**src/rtl/cmd_pkg.sv**
```systemverilog
// Shared command/response types for the host link.
//   cmd_packet_t   : decoded host command (opcode, addr, data)
//   resp_packet_t  : response returned to the host (status, addr, data)
//   RESP_SOF       : start-of-frame marker leading every response frame
//   RESP_FRAME_LEN : bytes per serialized response frame
//   resp_state_t   : resp_serializer FSM states
//   resp_chk       : XOR checksum over the seven payload bytes of a response
package cmd_pkg;

    typedef struct packed {
        logic [7:0]  opcode;
        logic [15:0] addr;
        logic [31:0] data;
    } cmd_packet_t;

    typedef struct packed {
        logic [7:0]  status;
        logic [15:0] addr;
        logic [31:0] data;
    } resp_packet_t;

    localparam logic [7:0] RESP_SOF       = 8'hA5;
    localparam int         RESP_FRAME_LEN = 9;

    typedef enum logic {
        ST_IDLE = 1'b0,
        ST_SEND = 1'b1
    } resp_state_t;

    // Checksum covers status, addr and data bytes; the SOF marker is excluded.
    function automatic logic [7:0] resp_chk(input resp_packet_t p);
        return p.status ^ p.addr[15:8] ^ p.addr[7:0] ^
               p.data[31:24] ^ p.data[23:16] ^ p.data[15:8] ^ p.data[7:0];
    endfunction

endpackage

```
**src/rtl/resp_serializer.sv**
```systemverilog
// Serializes response packets from a show-ahead FIFO into 9-byte frames
// (SOF, status, addr hi/lo, data MSB..LSB, XOR checksum) for the UART TX
// byte FIFO. Back-to-back packets are sent without a gap.
// Ports:
//   clk               : clock, rising edge
//   rst               : synchronous reset, active low
//   resp_fifo_valid   : response FIFO non-empty, resp_fifo_data valid
//   resp_fifo_data    : response packet at the FIFO head
//   resp_fifo_rd_en   : one-cycle pop strobe to the response FIFO
//   byte_fifo_full    : TX byte FIFO full
//   byte_fifo_wr_en   : byte write strobe to the TX byte FIFO
//   byte_fifo_wr_data : byte being written
//   busy              : a frame is in progress
module resp_serializer
    import cmd_pkg::*;
#(
    parameter logic [7:0] SOF_BYTE  = RESP_SOF,
    parameter int         FRAME_LEN = RESP_FRAME_LEN
) (
    input  logic         clk,
    input  logic         rst,
    input  logic         resp_fifo_valid,
    input  resp_packet_t resp_fifo_data,
    output logic         resp_fifo_rd_en,
    input  logic         byte_fifo_full,
    output logic         byte_fifo_wr_en,
    output logic [7:0]   byte_fifo_wr_data,
    output logic         busy
);

    localparam logic [3:0] LAST_IDX = 4'(FRAME_LEN - 1);

    resp_state_t  state_reg, state_next;
    logic [3:0]   idx_reg, idx_next;
    resp_packet_t pkt_reg, pkt_next;
    logic [7:0]   chk_reg, chk_next;

    // Frame byte table built from the latched packet, so the head of the
    // response FIFO may change freely while a frame is in flight.
    logic [7:0] frame_bytes [FRAME_LEN];

    assign frame_bytes[0] = SOF_BYTE;
    assign frame_bytes[1] = pkt_reg.status;
    assign frame_bytes[2] = pkt_reg.addr[15:8];
    assign frame_bytes[3] = pkt_reg.addr[7:0];

    generate
        for (genvar gi = 0; gi < 4; gi++) begin : g_data_bytes
            assign frame_bytes[4 + gi] = pkt_reg.data[31 - 8*gi -: 8];
        end
    endgenerate

    assign frame_bytes[FRAME_LEN - 1] = chk_reg;

    assign busy = (state_reg == ST_SEND);

    always_comb begin
        state_next        = state_reg;
        idx_next          = idx_reg;
        pkt_next          = pkt_reg;
        chk_next          = chk_reg;
        resp_fifo_rd_en   = 1'b0;
        byte_fifo_wr_en   = 1'b0;
        byte_fifo_wr_data = 8'h00;

        // Strobes are held off while reset is asserted so that no packet is
        // popped (and lost) or byte written during the reset cycle itself.
        if (rst) begin
            case (state_reg)
                ST_IDLE: begin
                    if (resp_fifo_valid) begin
                        resp_fifo_rd_en = 1'b1;
                        pkt_next        = resp_fifo_data;
                        chk_next        = resp_chk(resp_fifo_data);
                        idx_next        = 4'd0;
                        state_next      = ST_SEND;
                    end
                end
                ST_SEND: begin
                    byte_fifo_wr_en   = !byte_fifo_full;
                    byte_fifo_wr_data = frame_bytes[idx_reg];
                    if (byte_fifo_wr_en) begin
                        if (idx_reg == LAST_IDX) begin
                            idx_next = 4'd0;
                            // Chain straight into the next packet if one waits.
                            if (resp_fifo_valid) begin
                                resp_fifo_rd_en = 1'b1;
                                pkt_next        = resp_fifo_data;
                                chk_next        = resp_chk(resp_fifo_data);
                            end else begin
                                state_next = ST_IDLE;
                            end
                        end else begin
                            idx_next = idx_reg + 4'd1;
                        end
                    end
                end
                default: state_next = ST_IDLE;
            endcase
        end
    end

    always_ff @(posedge clk) begin
        if (!rst) begin
            state_reg <= ST_IDLE;
            idx_reg   <= 4'd0;
            pkt_reg   <= '0;
            chk_reg   <= 8'h00;
        end else begin
            state_reg <= state_next;
            idx_reg   <= idx_next;
            pkt_reg   <= pkt_next;
            chk_reg   <= chk_next;
        end
    end

endmodule

```
**config.mk**
```make
export PLATFORM = sky130hd
export DESIGN_NAME = resp_serializer
export DESIGN_NICKNAME = d
export VERILOG_FILES = /design/src/rtl/cmd_pkg.sv /design/src/rtl/resp_serializer.sv
export SDC_FILE = /design/constraint.sdc
export NUM_CORES = 1
export LEC_CHECK = 0
export BUFFER_PORTS_ARGS = -buffer_cell sky130_fd_sc_hd__buf_2
export CAP_MARGIN = 20
export CORE_MARGIN = 5
export CORE_UTILIZATION = 30
export DETAILED_ROUTE_END_ITERATION = 8
export PLACE_DENSITY = 0.58
export SYNTH_ARGS = -nofsm -noshare
export SYNTH_HDL_FRONTEND = slang
export SYNTH_SLANG_ARGS = --single-unit
```
**constraint.sdc**
```tcl
create_clock -name clk -period 2.3 [get_ports clk]
set_input_delay 0.46 -clock clk [delete_from_list [all_inputs] [get_ports clk]]
set_output_delay 0.46 -clock clk [all_outputs]
set_load 0.01 [all_outputs]
```
* Yosys cells after proc, flatten, opt, wreduce, memory -nomap -nowiden
Index checks and enable logic that the tools add are counted.
Cells by class: bitwise gates (word level) 8, magnitude comparators 1, reductions and logical operators 3, add/subtract/negate cells 1, multiplexer cells 27, eq/ne operators 4
Operators by type and width (number):
- $mux 56 | 3
- $pmux 56 s2 | 1
- $mux 8 | 7
- $xor 8x8->8 | 6
- $bmux 8 s4 | 1
- $pmux 8 s2 | 1
- $mux 4 | 3
- $mux 1 | 8
- $pmux 4 s2 | 1
- $ge 5x5->1 const B | 1
- $not 4->5 | 1
- $add 4x1->4 const B | 1
- $eq 4x4->1 const B | 1
- $ne 2x2->1 const B | 2
- $pmux 1 s2 | 2
- $reduce_and 2->1 | 2
- $ne 2x1->1 const B | 1
- $logic_not 1->1 | 1
- $not 1->1 | 1
Word-level totals: word-level logic and storage cells 50, output and inout port bits 11, register bits after elaboration 69

* Longest topological paths before layout
Gate-level depths: netlist of run 1.
depth after elaboration 10, depth in mapped cells 11, depth with buffers taken out 6

* Least setup slack after synthesis of run 1
OpenSTA, ideal clock, no wires.
path type register to output, start point register idx_reg[1], end point output port resp_fifo_rd_en, data arrival time 1.621 ns, path slack 0.219 ns, stages on the path, launching flop included 11, cell sequence dfxtp_1 -> buf_6 -> buf_6 -> buf_4 -> inv_2 -> ha_1 -> nand4bb_4 -> a21boi_2 -> buf_6 -> nand2_2 -> inv_2
Between the ends: cells in the longest elaborated chain, start to end 5
RTL lines:
- start: declaration | RTL line resp_serializer.sv:34 | logic [3:0] idx_reg, idx_next;
- start signal: assignment | RTL line resp_serializer.sv:111 | idx_reg <= idx_next;
- $eq 4x4->1 | RTL line resp_serializer.sv:83 | if (idx_reg == LAST_IDX) begin
- $mux 1 | RTL line resp_serializer.sv:83
- $mux 1 | RTL line resp_serializer.sv:82 | if (byte_fifo_wr_en) begin
- $pmux 1 s2 | RTL line resp_serializer.sv:69 | case (state_reg)
- $mux 1 | RTL line resp_serializer.sv:68 | if (rst) begin
- end: declaration | RTL line resp_serializer.sv:24 | output logic resp_fifo_rd_en,
Every way passes these cells.

* Worst setup path in the final report of run 1
start point register idx_reg[1], end point output port byte_fifo_wr_data[1]
Between the ends: cells in the longest elaborated chain, start to end 6
RTL lines:
- $not 4->5 (not written as such) | RTL line resp_serializer.sv:81 | byte_fifo_wr_data = frame_bytes[idx_reg];
- $bmux 8 s4 | RTL line resp_serializer.sv:81
- $mux 8 (not written as such) (2 in series) | RTL line resp_serializer.sv:81
- $mux 8 | RTL line resp_serializer.sv:69
- $mux 8 | RTL line resp_serializer.sv:68
- end: declaration | RTL line resp_serializer.sv:27 | output logic [7:0] byte_fifo_wr_data,
Every way passes these cells. The select of a mux whose other input is x is not followed.

==> results of run 1 <==
-- cells in the mapped netlist (all sizes together), types with 4 or more instances --
cell type and instances:
nand3 12, a32o 4, a21oi 10, inv 5, nand2b 5, xor2 8
a21boi 58, mux4 7, buf 21, dfxtp 69, nor2b 5, nand2 123
clkbuf 8, xnor2 40, o21ai 16, mux2i 11
-- power by group through the flow --
stage,clock network [mW],registers [mW],logic [mW]
final,1.48,1.32,0.491
after floorplan,0,1.33,0.339
after global placement,0,1.34,0.475
after detailed placement,0,1.34,0.481
after CTS,1.51,1.32,0.484
after global routing,1.56,1.32,0.544
-- final cells by class --
class                   instances  area, um^2  share of cell area
inverters                       5        21.3             0.00463
clock buffers                   9         225              0.0490
multi-input cells             320        2130               0.464
repair buffers                 86         538               0.117
flip-flops and latches         69        1400               0.304
well taps                     147         184              0.0400
clock inverters                 7        98.8              0.0215
-- critical path: cells and delay by family (launching register included) --
kind,cells,cell delay (ns)
flops,1,0.39
buf+inv,1,0.15
mux,1,0.49
compound gates,1,0.27
simple gates,1,0.15
-- routing by layer --
layer  up-vias  track usage  share of wire
met2        66        0.241           0.50
met4         0       0.0354          0.014
li1       1551            -              -
met3        13       0.0430          0.043
met1      1471        0.160           0.44
met5         -            0              0
-- cells by family (layout without fill, tap and decap cells) --
| logic type | after synthesis | after routing | share of synthesized area |
|---|---|---|---|
| xor gates and xnor gates | 48 | 48 | 0.115 |
| muxes | 18 | 18 | 0.0731 |
| and+or+nand+nor | 156 | 156 | 0.189 |
| buffers and inverters | 34 | 107 | 0.0560 |
| adders and majority gates | 2 | 2 | 0.00683 |
| AOI/OAI and AO/OA | 96 | 96 | 0.184 |
| DFF | 69 | 69 | 0.377 |
-- path summary, 6_finish.rpt --
| path | slack [ns] | endpoint | cells past startpoint | startpoint |
|---|---|---|---|---|
| max reg2reg | 0.45 | frame_bytes[42]$_SDFFE_PN0P_ | 9 | idx_reg[0]$_SDFFE_PN0P_ |
| max | 0.06 | byte_fifo_wr_data[1] | 4 | idx_reg[1]$_SDFFE_PN0P_ |
| min | 0.38 | frame_bytes[24]$_SDFFE_PN0P_ | 3 | resp_fifo_data[16] |
| min reg2reg | 0.45 | frame_bytes[17]$_SDFFE_PN0P_ | 2 | frame_bytes[17]$_SDFFE_PN0P_ |
-- repair_timing --
item	CTS	global route
resized for setup	8	23
endpoints found under the setup margin	9	9
cloned	0	0
pin swaps	1	5
hold buffers	0	0
setup buffers	0	5
-- cells in the final DEF, fill, tap and decap left out, types with 4 or more instances in the layout --
cell type  instances
nand2_1          121
buf_2             69
dfxtp_1           64
a21boi_1          57
xnor2_1           40
o21ai_1           14
nand3_1           12
mux2i_1           11
clkbuf_16          9
buf_4              9
xor2_1             8
mux4_2             7
a21oi_1            6
nor2b_1            5
nand2b_1           4
a21oi_2            4
buf_6              4
buf_12             4
-- stage by stage --
stage               setup TNS [ns]  std cells  cell area, um^2
floorplan                        0        423             3660
global placement                 0        622             4140
detailed placement               0        622             4140
CTS                     -0.0000610        638             4480
global route             -0.000873        643             4590
finish                           0        643             4590
==> impl_metrics.py, run 1 <==
metrics = {
    "hold_path": {
        "hp-class": "in2reg",
    },
    "synthesis": {
        "synth_largest_area_cell": "dfxtp_1",
        "ys_seq_area_frac": 0.377,
        "synth_edf_count": 0,
        "synthTopCellsByArea": "dfxtp_1 38%, nand2_1 12%, a21boi_1 12%",
        "syn_inst": 423,
        "async_reset_ff_frac": 0,
        "synth.avg_cell_area_um2": 8.66,
        "synthFlopType": "dfxtp_1",
        "yosysTopAreaCellShare": 0.377,
        "yosysWarnings": 0,
        "ys_ff_latch": 69,
        "synth_area_um2": 3660,
        "yosysUniqueCellTypes": 38,
        "synth_nets": 485,
    },
    "timing": {
        "finalCritPeriodShare": 0.972,
        "tightestPinTransition_ns": 0.614,
        "min_period_ns": 2.24,
        "setup_viol": 0,
        "fmax_mhz": 447,
        "skew_ns": 0.0137,
        "fin_ws_ns": 0.0643,
        "whs_ns": 0.375,
        "drv_slew": 0,
        "hold_viol_final": 0,
        "relSlewSlack": 0.591,
    },
    "power": {
        "p_total_mw": 3.28,
        "power.internal_mw": 2.46,
        "peakVddDrop_mv": 0.315,
        "clkPwrFrac": 0.450,
        "cellPowerDensity_nw_per_um2": 715,
        "power_frac_seq": 0.401,
        "combPwrFrac": 0.149,
        "leakage_nw": 1.76,
        "p_switching_mw": 0.821,
        "switching_share": 0.250,
    },
    "cts": {
        "cts_tree": "yes",
        "max-clock-path-buffers": 2,
        "clockRootBuffer": "clkbuf_16",
        "cts_sinks": 69,
        "clk_pin_slew_ns": 0.06,
        "htreeDepth": 3,
        "clkLatencyLatePin_ns": 0.34,
        "numCtsBuffers": 9,
    },
    "route": {
        "wl_per_cell_um": 15.0,
        "vias": 3101,
        "dr.pass1.iters": 4,
        "drc": 0,
        "drtAntennaViolNets": 0,
        "viasPerCell": 4.82,
        "first_iter_violations": 207,
        "drt-total-wl_um": 9640,
    },
    "global_routing": {
        "antenna_found_initial": 0,
        "grt_usage": 0.136,
        "grt_pass1_wl_um": 15600,
        "grt_start_max_net_pins": 72,
        "grt_pass1_vias": 3242,
        "grt_overflow": 0,
    },
    "setup_path": {
        "critPathSlowestCell": "mux4_2",
        "cp.arrival_ns": 1.78,
        "end_kind": "output port",
        "crit_chain": "mux4_2 -> nand2b_1 -> a32o_1 -> buf_2",
        "cp_max_fo": 4,
        "start_kind": "register",
        "critPathKind": "reg2out",
        "required_ns": 1.84,
        "slowest_delay_ns": 0.49,
    },
    "outcome": {
        "outcome": "completed",
    },
    "place": {
        "io_buffers": 70,
        "preCtsSetupSlack_ns": 0.208,
        "dp_hpwl_um": 6940,
        "place.gp.congestion": 0.794,
    },
    "floorplanning": {
        "core_area_um2": 12000,
        "die_area_um2": 14500,
        "start_util": 0.305,
        "die_x_um": 121,
        "rows": 40,
        "ios": 71,
        "fp.dieH_um": 121,
    },
    "job": {
        "drv_cap": 0,
    },
    "layout": {
        "utilization": 0.382,
        "drive_above_1_share": 0.266,
        "largest_reg_flops": 56,
        "final_nets": 553,
        "syn_to_final_growth_pct": 25.3,
        "n_fill_cell": 1236,
        "n_antenna_cell": 0,
    },
}
Power figures use the tool's default switching activity.
==> run 2, diff against run 1 <==
==> constraint.sdc (replaced) <==
create_clock -name clk -period 2.08 [get_ports clk]
set_input_delay 0.416 -clock clk [delete_from_list [all_inputs] [get_ports clk]]
set_output_delay 0.416 -clock clk [all_outputs]
set_load 0.01 [all_outputs]
==> run 2 against run 1 <==
Compared with the run above: the flow now finishes with violations (negative setup slack); die area stayed put; core utilization is 1.2 points higher; routed wire length is 2.8% higher; critical path type unchanged.
==> impl_metrics.py, run 2 (same netlist as run 1, synthesis figures left out) <==
metrics = {
    "layout": {
        "final_cell_mix": "122 x nand2_1, 66 x buf_2, 65 x dfxtp_1, 57 x a21boi_1, 40 x xnor2_1",
        "syn_to_final_growth_pct": 29.2,
        "layout_commonest_cell": "nand2_1",
        "n_antenna_cell": 0,
        "largest_reg_flops": 56,
        "final_nets": 563,
        "final_cells": 653,
        "drive_above_1_share": 0.294,
    },
    "timing": {
        "hold_viol_final": 0,
        "setup_viol": 9,
        "finalCritPeriodShare": 1.06,
        "rsz0062_at_grt": "yes",
        "fmax_mhz": 454,
        "fin_ws_ns": -0.123,
        "min_period_ns": 2.20,
        "whs_ns": 0.336,
        "skew_ns": 0.00533,
        "relSlewSlack": 0.584,
        "tightestPinTransition_ns": 0.625,
        "drv_slew": 0,
    },
    "floorplanning": {
        "core_area_um2": 12000,
        "die_area_um2": 14500,
        "die_x_um": 121,
        "fp.dieH_um": 121,
        "ios": 71,
        "start_util": 0.305,
        "rows": 40,
    },
    "place": {
        "dp_cells": 632,
        "io_buffers": 70,
        "place.gp.congestion": 0.822,
        "dp_hpwl_um": 7260,
        "preCtsSetupSlack_ns": 0.0525,
    },
    "job": {
        "drv_cap": 0,
    },
    "setup_path": {
        "critPathKind": "reg2out",
        "critPathSlowestCell": "mux4_2",
        "crit_chain": "mux4_2 -> nand2b_4 -> a32o_2 -> buf_6",
        "start_kind": "register",
        "end_kind": "output port",
        "cp.arrival_ns": 1.79,
        "slowest_delay_ns": 0.52,
        "cp_max_fo": 7,
        "required_ns": 1.66,
        "cp_num_buf_inv": 1,
        "cp_top_family": "multiplexers",
    },
    "cts": {
        "clkLatencyLatePin_ns": 0.33,
        "max-clock-path-buffers": 2,
        "numCtsBuffers": 9,
        "htreeDepth": 3,
        "clockRootBuffer": "clkbuf_16",
        "cts_sinks": 69,
        "clk_pin_slew_ns": 0.06,
        "cts_tree": "yes",
        "postCtsHoldBufs": 0,
    },
    "route": {
        "vias": 3161,
        "viasPerCell": 4.84,
        "drc": 0,
        "drtAntennaViolNets": 0,
        "drt-total-wl_um": 9910,
        "first_iter_violations": 173,
        "wl_per_cell_um": 15.2,
        "dr.pass1.iters": 5,
    },
    "outcome": {
        "outcome": "complete, but fails checks",
        "violations": "negative setup slack",
    },
    "global_routing": {
        "grt_overflow": 0,
        "grt_pass1_wl_um": 16300,
        "grt_pass1_vias": 3276,
        "antenna_found_initial": 0,
        "grt_start_max_net_pins": 72,
        "grt_usage": 0.143,
    },
    "power": {
        "cellPowerDensity_nw_per_um2": 793,
        "combPwrFrac": 0.149,
        "leakage_nw": 1.84,
        "switching_share": 0.241,
        "peakVddDrop_mv": 0.414,
        "power_frac_seq": 0.388,
        "clkPwrFrac": 0.464,
        "p_switching_mw": 0.903,
        "power.internal_mw": 2.85,
    },
    "hold_path": {
        "hp-class": "in2reg",
    },
}
## run 2: cell types whose count changed in the layout (fill, tap and decap cells not counted), moves of 3 or more
cell,delta
nand2b_4,+3
buf_4,+10
buf_2,-3
nand2b_1,-3
buf_6,+4
o21ai_2,+3
## run 2: final cells by class
| class | count | area, um^2 |
|---|---|---|
| sequential | 69 | 1390 |
| inverter | 5 | 21.3 |
| clock buffer | 10 | 229 |
| fill | 1259 | 7280 |
| clock inverter | 6 | 111 |
| multi-input combinational | 320 | 2180 |
| tap | 147 | 184 |
| timing repair buffer | 96 | 618 |
## run 2: power groups by stage
| stage | clock (mW) | sequential [mW] | combinational, mW |
|---|---|---|---|
| floorplan | 0 | 1.47 | 0.375 |
| global placement | 0 | 1.48 | 0.536 |
| detailed placement | 0 | 1.48 | 0.544 |
| CTS | 1.78 | 1.46 | 0.561 |
| global route | 1.85 | 1.47 | 0.622 |
| finish | 1.74 | 1.46 | 0.559 |
## run 2: path summary, 6_finish.rpt
kind | depth (start not counted) | start | end | slack, ns
min | 3 | resp_fifo_data[54] | frame_bytes[62]$_SDFFE_PN0P_ | 0.34
min reg2reg | 2 | frame_bytes[14]$_SDFFE_PN0P_ | frame_bytes[14]$_SDFFE_PN0P_ | 0.45
max | 4 | idx_reg[0]$_SDFFE_PN0P_ | byte_fifo_wr_data[6] | -0.12
max reg2reg | 10 | idx_reg[1]$_SDFFE_PN0P_ | frame_bytes[52]$_SDFFE_PN0P_ | 0.18
## run 2: tightest hold or removal path: cells and delay by family
| family | cells | cell delay, ns |
|---|---|---|
| buf+inv | 1 | 0.11 |
| compound gates | 1 | 0.05 |
| simple gates | 1 | 0.05 |
## run 2: stage by stage
stage / setup TNS (ns) / power (mW) / util / area [um^2]
CTS: -0.689 / 3.80 / 0.391 / 4690
global route: -1.36 / 3.93 / 0.394 / 4740
floorplan: 0 / 1.84 / - / 3660
finish: -0.652 / 3.76 / 0.394 / 4740
global placement: 0 / 2.02 / 0.350 / 4200
detailed placement: 0 / 2.03 / 0.350 / 4200
## run 2: timing repair
| item | CTS | global route |
|---|---|---|
| resized for setup | 31 | 12 |
| setup buffers | 4 | 1 |
| setup endpoints to repair | 9 | 9 |
| cloned | 0 | 0 |
| pin swaps | 7 | 4 |
## run 2: metal layers
| metal | track usage | wire length [um] | up-vias | part of all wire |
|---|---|---|---|---|
| met5 | 0 | 0 | - | 0 |
| li1 | - | - | 1570 | - |
| met2 | 0.245 | 5050 | 82 | 0.51 |
| met4 | 0.0467 | 186 | 0 | 0.019 |
| met3 | 0.0370 | 524 | 16 | 0.053 |
| met1 | 0.174 | 4140 | 1493 | 0.42 |
==> run 3, diff against run 2 <==
--- a/config.mk
+++ b/config.mk
@@ -6,11 +6,13 @@
 export NUM_CORES = 1
 export LEC_CHECK = 0
 export BUFFER_PORTS_ARGS = -buffer_cell sky130_fd_sc_hd__buf_2
-export CAP_MARGIN = 20
+export CAP_MARGIN = 0
 export CORE_MARGIN = 5
 export CORE_UTILIZATION = 30
+export CTS_CLUSTER_SIZE = 12
 export DETAILED_ROUTE_END_ITERATION = 8
 export PLACE_DENSITY = 0.58
+export REMOVE_ABC_BUFFERS = 1
 export SYNTH_ARGS = -nofsm -noshare
 export SYNTH_HDL_FRONTEND = slang
 export SYNTH_SLANG_ARGS = --single-unit
==> run 3 against run 2 <==
Compared with the run above: sequential cell count unchanged; count of clock-buffer cells in the layout decreased by 1; global-route usage decreased by 1.0 points; combinational power increased by 0.7%; the flow still finishes with violations (negative setup slack); die area unchanged; fmax decreased by 1.2%; register-to-register slack improved by 0.04 ns; final cell count decreased by 0.31%; worst hold slack got worse by 0.00054 ns; sequential share of layout area increased by 0.41 points; critical endpoint is now byte_fifo_wr_data[4]; largest power group unchanged; non-clock buffer count decreased by 2; core utilization decreased by 0.65 points.
==> impl_metrics.py, run 3 (same netlist as run 1, synthesis figures left out) <==
metrics = {
    "outcome": {
        "outcome": "complete, but fails checks",
        "violations": "negative setup slack",
    },
    "power": {
        "leakage_nw": 1.81,
        "peakVddDrop_mv": 0.317,
        "switching_share": 0.265,
        "p_switching_mw": 0.945,
        "power.internal_mw": 2.63,
        "cellPowerDensity_nw_per_um2": 767,
        "power_frac_seq": 0.406,
        "combPwrFrac": 0.158,
        "clkPwrFrac": 0.436,
        "p_total_mw": 3.57,
    },
    "route": {
        "wl_met3_um": 539,
        "highest_layer": "met4",
        "wl_per_cell_um": 14.5,
        "viasPerCell": 4.77,
        "drtAntennaViolNets": 0,
        "dr.pass1.iters": 4,
        "drt-total-wl_um": 9460,
        "wl_met2_um": 4560,
        "first_iter_violations": 142,
        "met1_length_um": 4260,
        "vias": 3104,
        "drc": 0,
    },
    "timing": {
        "finalCritPeriodShare": 1.07,
        "setup_viol": 9,
        "fin_ws_ns": -0.151,
        "relSlewSlack": 0.658,
        "rsz0062_at_grt": "yes",
        "fmax_mhz": 448,
        "skew_ns": 0.00536,
        "tightestPinTransition_ns": 0.513,
        "drv_slew": 0,
        "min_period_ns": 2.23,
        "hold_viol_final": 0,
    },
    "layout": {
        "largest_reg_flops": 56,
        "n_antenna_cell": 0,
        "syn_to_final_growth_pct": 27.1,
        "fin_area_um2": 4660,
        "final_cell_mix": "121 x nand2_1, 66 x dfxtp_1, 66 x buf_2, 57 x a21boi_1, 40 x xnor2_1",
        "layout_commonest_cell": "nand2_1",
        "final_nets": 561,
        "n_fill_cell": 1240,
        "drive_above_1_share": 0.286,
    },
    "global_routing": {
        "grt_overflow": 0,
        "grt_start_max_net_pins": 59,
        "grt_pass1_wl_um": 15300,
        "grt_usage": 0.133,
        "grt_pass1_vias": 3125,
        "antenna_found_initial": 0,
    },
    "setup_path": {
        "cp.depth": 5,
        "ff2ff_path_depth": 6,
        "start_kind": "register",
        "cp_top_family": "multiplexers",
        "end_kind": "output port",
        "reg2reg_slack_ns": 0.22,
        "cp_num_buf_inv": 2,
        "critPathKind": "reg2out",
        "crit_chain": "buf_12 -> mux4_2 -> nand2b_4 -> a32o_2 -> buf_6",
        "reg2reg_to": "frame_bytes[30]$_SDFFE_PN0P_",
        "required_ns": 1.66,
        "reg2reg_from": "idx_reg[2]$_SDFFE_PN0P_",
        "cp.arrival_ns": 1.81,
        "cp_max_fo": 6,
        "critPathSlowestCell": "mux4_2",
        "slowest_delay_ns": 0.48,
    },
    "cts": {
        "cts_tree": "yes",
        "clockRootBuffer": "clkbuf_16",
        "cts_sinks": 69,
        "max-clock-path-buffers": 2,
        "postCtsHoldBufs": 0,
        "htreeDepth": 3,
        "clk_pin_slew_ns": 0.06,
        "numCtsBuffers": 9,
        "clkLatencyLatePin_ns": 0.33,
    },
    "hold_path": {
        "hp-start": "resp_fifo_data[32]",
        "hp-class": "in2reg",
        "hold_depth": 3,
        "hold_end": "frame_bytes[40]$_SDFFE_PN0P_",
    },
    "place": {
        "io_buffers": 70,
        "dp_hpwl_um": 6630,
        "preCtsSetupSlack_ns": 0.0697,
        "place_area_um2": 4190,
        "place.gp.congestion": 0.760,
    },
    "floorplanning": {
        "ios": 71,
        "die_x_um": 121,
        "die_area_um2": 14500,
        "start_util": 0.305,
        "core_area_um2": 12000,
        "rows": 40,
        "fp.dieH_um": 121,
    },
    "job": {
        "drv_cap": 0,
    },
}
## run 3: cell count changes in the layout (fill, tap and decap cells not counted), sizes merged
cell	delta
clkinv	-1
clkbuf	-1
bufinv	-2
clkinvlp	+1
buf	-2
inv	+3
## run 3: how the worst max path moves through the flow
stage / endpoint / startpoint / slack (ns)
2_1_floorplan: resp_fifo_rd_en / idx_reg[1]$_SDFFE_PN0P_ / -0.99
3_3_place_gp: byte_fifo_wr_data[3] / idx_reg[0]$_SDFFE_PN0P_ / 0.09
3_5_place_dp: byte_fifo_wr_data[5] / idx_reg[1]$_SDFFE_PN0P_ / 0.07
4_1_cts: byte_fifo_wr_data[4] / idx_reg[0]$_SDFFE_PN0P_ / -0.15
5_1_grt: byte_fifo_wr_data[4] / idx_reg[0]$_SDFFE_PN0P_ / -0.21
6_report: byte_fifo_wr_data[4] / idx_reg[0]$_SDFFE_PN0P_ / -0.15
## run 3: cell type report
type	instances	area, um^2	area share
Sequential cell	69	1390	0.298
Timing Repair Buffer	94	608	0.131
Inverter	5	18.8	0.00403
Clock buffer	9	225	0.0483
Multi-Input combinational cell	320	2150	0.463
Clock inverter	7	80.1	0.0172
Tap cell	147	184	0.0395
## run 3: layer usage
metal | global-route usage | vias to the layer above
met5 | 0 | -
met4 | 0.0319 | 0
met3 | 0.0388 | 9
met2 | 0.226 | 73
met1 | 0.165 | 1451
li1 | - | 1571
## run 3: power groups by stage
stage	sequential (mW)	combinational [mW]	clock, mW
3_3_place_gp	1.48	0.538	0
4_1_cts	1.45	0.567	1.59
2_1_floorplan	1.47	0.330	0
6_report	1.45	0.563	1.56
5_1_grt	1.46	0.624	1.65
3_5_place_dp	1.48	0.549	0
## run 3: worst min-delay path, stage by stage
cell,delay (ns)
buf_2,0.11
nand2_1,0.05
a21boi_1,0.05
## run 3: repair_timing
| action | CTS | global route |
|---|---|---|
| resized for setup | 21 | 10 |
| setup endpoints to repair | 9 | 9 |
| pin swaps | 3 | 0 |
| setup buffers | 5 | 1 |
## run 3: through the flow
step	setup TNS [ns]	instances	hold slack [ns]	util
2_1_floorplan	-38.82	394	0.432	-
3_3_place_gp	0	629	0.440	0.349
3_5_place_dp	0	629	0.446	0.349
4_1_cts	-0.938	650	0.331	0.384
5_1_grt	-1.45	651	0.332	0.388
6_report	-0.819	651	0.335	0.388
